===== src/rtl/instr_fetch.sv =====
// ---------------------------------------------------------------------------
// instr_fetch
//   Instruction fetch stage sitting directly in front of the CU decoder.
//   Holds the program counter, issues one word read at a time to instruction
//   memory over a req/ack handshake and captures the returned word into the
//   instruction register that drives the decoder input.
//
// Ports
//   clk, reset         : single clock, synchronous active-high reset
//   imem_req/imem_addr : read request and word address (imem_addr == pc)
//   imem_ack/imem_rdata: memory response, honoured only while imem_req=1
//   stall              : downstream not ready, hold the presented instruction
//   branch_en/target   : redirect fetch to a new PC (highest after reset)
//   instr/instr_valid  : instruction register and its live flag
//   instr_pc           : address the presented instruction came from
//   halted             : fetch stopped on a halt opcode (constant 0 unless
//                        the HALT_DETECT_EN macro is defined)
//
// Build option
//   HALT_DETECT_EN : when defined, a consumed word whose opcode field [7:4]
//                    is 4'hF parks the fetch in S_HALT until reset or branch.
// ---------------------------------------------------------------------------

// Purpose: PC + imem req/ack fetch feeding a registered instruction to decode.
// Latency: reset release to first instr_valid = 2 cycles + memory wait states.
// Backpressure: stall holds instr/instr_pc/pc and keeps imem_req low until released.
module instr_fetch #(
  parameter int                ADDR_W   = 8,
  parameter logic [ADDR_W-1:0] RESET_PC = '0
) (
  input  logic              clk,
  input  logic              reset,
  output logic              imem_req,
  output logic [ADDR_W-1:0] imem_addr,
  input  logic              imem_ack,
  input  logic [31:0]       imem_rdata,
  input  logic              stall,
  input  logic              branch_en,
  input  logic [ADDR_W-1:0] branch_target,
  output logic [31:0]       instr,
  output logic              instr_valid,
  output logic [ADDR_W-1:0] instr_pc,
  output logic              halted
);

`ifdef HALT_DETECT_EN
  typedef enum logic [1:0] {
    S_IDLE  = 2'd0,
    S_REQ   = 2'd1,
    S_VALID = 2'd2,
    S_HALT  = 2'd3
  } state_t;
`else
  typedef enum logic [1:0] {
    S_IDLE  = 2'd0,
    S_REQ   = 2'd1,
    S_VALID = 2'd2
  } state_t;
`endif

  // Increment constant sized to the PC so the add wraps modulo 2^ADDR_W.
  localparam logic [ADDR_W-1:0] PC_INC = {{(ADDR_W-1){1'b0}}, 1'b1};

  state_t            state;
  logic [ADDR_W-1:0] pc;

  // Memory always sees the current PC; the request strobe qualifies it.
  assign imem_addr = pc;

`ifdef HALT_DETECT_EN
  // Opcode 4'hF in the presented word marks a halt instruction.
  logic halt_op;
  assign halt_op = (instr[7:4] == 4'hF);
`else
  assign halted = 1'b0;
`endif

  // Single registered FSM. Priority of the controls at each edge:
  //   reset > branch_en > imem_ack > stall.
  always_ff @(posedge clk) begin
    if (reset) begin
      // Any outstanding request is abandoned; memory just sees req fall.
      pc          <= RESET_PC;
      state       <= S_IDLE;
      imem_req    <= 1'b0;
      instr       <= 32'h0000_0000;
      instr_valid <= 1'b0;
      instr_pc    <= RESET_PC;
`ifdef HALT_DETECT_EN
      halted      <= 1'b0;
`endif
    end else if (branch_en) begin
      // Redirect from any state. Going through S_IDLE forces req low for one
      // cycle so the next request at the target is seen as a fresh one, and
      // any data returned on this same edge is dropped with the old request.
      // instr itself is left alone; only its valid flag is flushed.
      pc          <= branch_target;
      state       <= S_IDLE;
      imem_req    <= 1'b0;
      instr_valid <= 1'b0;
`ifdef HALT_DETECT_EN
      halted      <= 1'b0;
`endif
    end else begin
      case (state)
        S_IDLE: begin
          state    <= S_REQ;
          imem_req <= 1'b1;
        end

        S_REQ: begin
          // Request stays up until memory answers; no timeout. stall has no
          // effect here - the register is empty, so there is nothing to hold.
          if (imem_ack) begin
            instr       <= imem_rdata;
            instr_pc    <= pc;
            instr_valid <= 1'b1;
            pc          <= pc + PC_INC;
            imem_req    <= 1'b0;
            state       <= S_VALID;
          end
        end

        S_VALID: begin
          // Decoder takes the instruction on any edge where stall is low.
          // instr keeps its old contents after valid drops.
          if (!stall) begin
            instr_valid <= 1'b0;
`ifdef HALT_DETECT_EN
            if (halt_op) begin
              state    <= S_HALT;
              imem_req <= 1'b0;
              halted   <= 1'b1;
            end else begin
              state    <= S_REQ;
              imem_req <= 1'b1;
            end
`else
            state    <= S_REQ;
            imem_req <= 1'b1;
`endif
          end
        end

`ifdef HALT_DETECT_EN
        S_HALT: begin
          // Parked: pc frozen, no requests. Only reset or branch leave here,
          // both handled ahead of this case statement.
          imem_req    <= 1'b0;
          instr_valid <= 1'b0;
        end
`endif

        default: begin
          state       <= S_IDLE;
          imem_req    <= 1'b0;
          instr_valid <= 1'b0;
        end
      endcase
    end
  end

endmodule


===== config.mk =====
export PLATFORM = sky130hd
export DESIGN_NAME = instr_fetch
export DESIGN_NICKNAME = d
export VERILOG_FILES = /design/src/rtl/instr_fetch.sv
export SDC_FILE = /design/constraint.sdc
export NUM_CORES = 1
export LEC_CHECK = 0
export ABC_AREA = 0
export CAP_MARGIN = 25
export CORE_UTILIZATION = 35
export DETAILED_ROUTE_END_ITERATION = 10
export GPL_ROUTABILITY_DRIVEN = 0
export PLACE_DENSITY_LB_ADDON = 0.08
export SYNTH_ARGS = -nofsm -noshare
export SYNTH_HDL_FRONTEND = slang
export SYNTH_SLANG_ARGS = --single-unit

===== constraint.sdc =====
create_clock -name clk -period 1.7 [get_ports clk]
set_input_delay 0.34 -clock clk [delete_from_list [all_inputs] [get_ports clk]]
set_output_delay 0.34 -clock clk [all_outputs]
set_load 0.1 [all_outputs]

==> results.md, run 1 <==
* Status: completed
* ANT cells at 0
* Final Max Slew Viols at 0
* CP startpoint kind: flop
* Cells after DPL at slightly above 400
* Setup_tns at 0 ns
* Vias per cell at around 4.8
* Final Total Pwr at 2.70 mW
* Busiest grt layer: met2
* Height of the chip at 78.2 µm
* Int Power at ~1.9 mW
* Critical path origin: imem_addr[0]
* Met1 Use GR at about a quarter
* Share of post-route cells with drive strength above 1 at about a quarter
* Fin util at between 60% and 70%
* Sw frac at 30.0%
* Met2 usage at around a third
* WP data arrival at about 1.7 ns
* Syn_area_per_cell at approximately 8 µm²
* Post-synthesis cell area at ~2000 µm²
* Most common cell after layout, fill and taps aside: nand2_1
* Asr flop ratio synth at 0%
* VDD IR max at roughly 0.46 mV
* Combinational power share at a little under a quarter
* DRC errors left at 0
* Final setup fails at 0
* H-Tree Depth at 2
* Seq cells post-synth at 52
* Vias in the first global route at 1,931
* Setup CP Type: reg2reg
* R2R Setup Slk at between 0.15 and 0.2 ns
* Worst slew pin tran at 0.535 ns
* Initial antenna violation count at 0
* Worst Clk Skew at between 0.006 and 0.007 ns
* Fin nets at approximately 390
* Worst-skew pair later-pin latency at ~0.3 ns
* Fin cells at between 400 and 500
* Synthesized net count at ~300
* Final wirelength at approximately 5.4 mm
* GRT Residual Overflow at 0
* Largest net degree at the start of global routing at 30
* Critical Path Fanout Max at 6
* Distinct cells, synth at 34
* RSZ-0062 raised after global routing: no
* DR vias at a little over 2k
* I/O pins at 96
* R2r endpoint: imem_addr[6]
* Sink Count at between 50 and 60
* First-pass GRT wire length at 9.14 mm
* Sequential Power Share at 48.5%
* PD cells at 729 nW/µm²
* Area of the die at 6110 µm²
* Prevailing post-synth register cell: dfxtp_1
* Initial core utilization at between 30 and 40%
* Met3 GRT Util at between 5 and 6%
* Synth Instances at between 200 and 300
* # port buffers at between 90 and 100
* Worst r2r path cells at 4
* Max_cap viols at 0
* GRT Total Usage at a little under a fifth
* Pre-Repair DR Iteration Count at 4
* Worst relative slew slack at 64.3%
* 1st-iter DRT viols at between 70 and 80
* Lkg Pwr at 1.36 nW
* Cell Rows at 27
* CTS Buf Count at 5
* Wire per inst at around 13 µm
* Antenna-violating nets left at 0
* Worst-path clk slew at 0.09 ns
* Sequential share of the synthesized area at 51.3%
* Core Region at roughly 5500 µm²
* Max Fclk at ~0.66 GHz
* Crit path capture type: flop
* Final Cycle Share at between 80% and 90%
* Die Span X at approximately 78 µm
* Deepest clock path buffer count at 2
* P_sw at about 810 µW
* Worst setup endpoint: imem_addr[6]
* Post-synth EDFFs at 0
* Clock share of power at between 20% and 30%
* Synth Warn # at 0
* Final hold vios at 0
* CTS tree: done
* Commonest non-fill, non-tap cells in the layout: nand2_1 (85), buf_12 (50), a21oi_1 (45), dfxtp_1 (45), clkdlybuf4s50_1 (42)
* Postcts setup bufs at 0
* Hpwl dp at 3.97 mm
* Syn-to-layout area delta at 82.3%
* CTS Root Cell: clkbuf_8
* Reg-to-reg startpoint: imem_addr[0]
* Worst endpoint required time at 1.92 ns
* Fin crit period at roughly 1.5 ns
* Worst min-delay path class: reg2reg
[flip-flops by register name, summed over array words and instances (netlist names)]
signal,flops
instr_pc,8
state,2
instr_valid,1
instr,32
imem_req,1
imem_addr,8
[power groups by stage]
| stage | logic (mW) | registers [mW] | clock network, mW |
|---|---|---|---|
| floorplan | 0.116 | 1.55 | 0 |
| global placement | 0.625 | 1.34 | 0 |
| detailed placement | 0.629 | 1.34 | 0 |
| CTS | 0.630 | 1.31 | 0.789 |
| global route | 0.655 | 1.32 | 0.838 |
| finish | 0.625 | 1.31 | 0.764 |
[worst max-delay path, cell delays in order (launching register included)]
cell and delay [ns]:
dfxtp_4 0.41, ha_1 0.22, nand4b_1 0.14, or4_1 0.41
a311oi_1 0.25
[final cells by class]
cell class	instances	area [µm²]
Inverter	2	7.51
Sequential cell	52	1060
Fill cell	467	1840
Clock buffer	8	100
Tap cell	72	90.1
Multi-Input combinational cell	179	902
Timing Repair Buffer	108	1540
[layer usage]
layer / routed length (µm) / up-vias / part of all wire [%]
li1: - / 1035 / -
met1: 2240 / 919 / 42
met2: 2660 / 69 / 50
met3: 389 / 7 / 7.3
met4: 66 / 0 / 1.2
met5: 0 / - / 0
[logic make-up after synthesis]
family	synth area share, %
xor gates and xnor gates	0.431
adders and majority gates	0.616
and+or+nand+nor	25.9
AOI/OAI and AO/OA	17.1
buffers and inverters	4.56
other	0.185
DFF	51.3
[metrics by stage]
step                setup slack, ns  instance area [µm²]  hold slack (ns)
finish                        0.183                 3700            0.494
global route                 0.0830                 3700            0.511
CTS                          0.0772                 3700            0.496
detailed placement           -0.190                 3600            0.483
global placement             -0.169                 3600            0.479
floorplan                   0.00722                 2050            0.419
[worst min-delay path by stage]
stage / from / endpoint / slack [ns] / depth (start not counted)
6_report: instr[4] / instr[4] / 0.49 / 2
4_1_cts: instr[15] / instr[15] / 0.50 / 2
5_1_grt: instr[15] / instr[15] / 0.51 / 2
3_3_place_gp: instr[25] / instr[25] / 0.48 / 2
2_1_floorplan: branch_en / instr_valid / 0.42 / 1
3_5_place_dp: instr[15] / instr[15] / 0.48 / 2
[repair_timing]
item,CTS,global route
hold buffers,0,0
resized for setup,0,1
endpoints found under the setup margin,0,1
[Yosys cell counts, drive strengths merged (3+ instances only)]
master | count | area [µm²]
nand2 | 85 | 319
dfxtp | 52 | 1040
a21oi | 45 | 225
clkbuf | 15 | 56.3
nor2 | 10 | 37.5
a311oi | 6 | 52.6
buf | 5 | 28.8
o21ai | 3 | 15.0
or3 | 3 | 20.0
Power figures use the tool's default switching activity.
==> inputs of run 2 (changes only) <==
--- a/config.mk
+++ b/config.mk
@@ -14,3 +14,4 @@
 export SYNTH_ARGS = -nofsm -noshare
 export SYNTH_HDL_FRONTEND = slang
 export SYNTH_SLANG_ARGS = --single-unit
+export TNS_END_PERCENT = 50
==> results of run 2 <==
The final DEF is identical to that of run 1; final timing and power are the same.
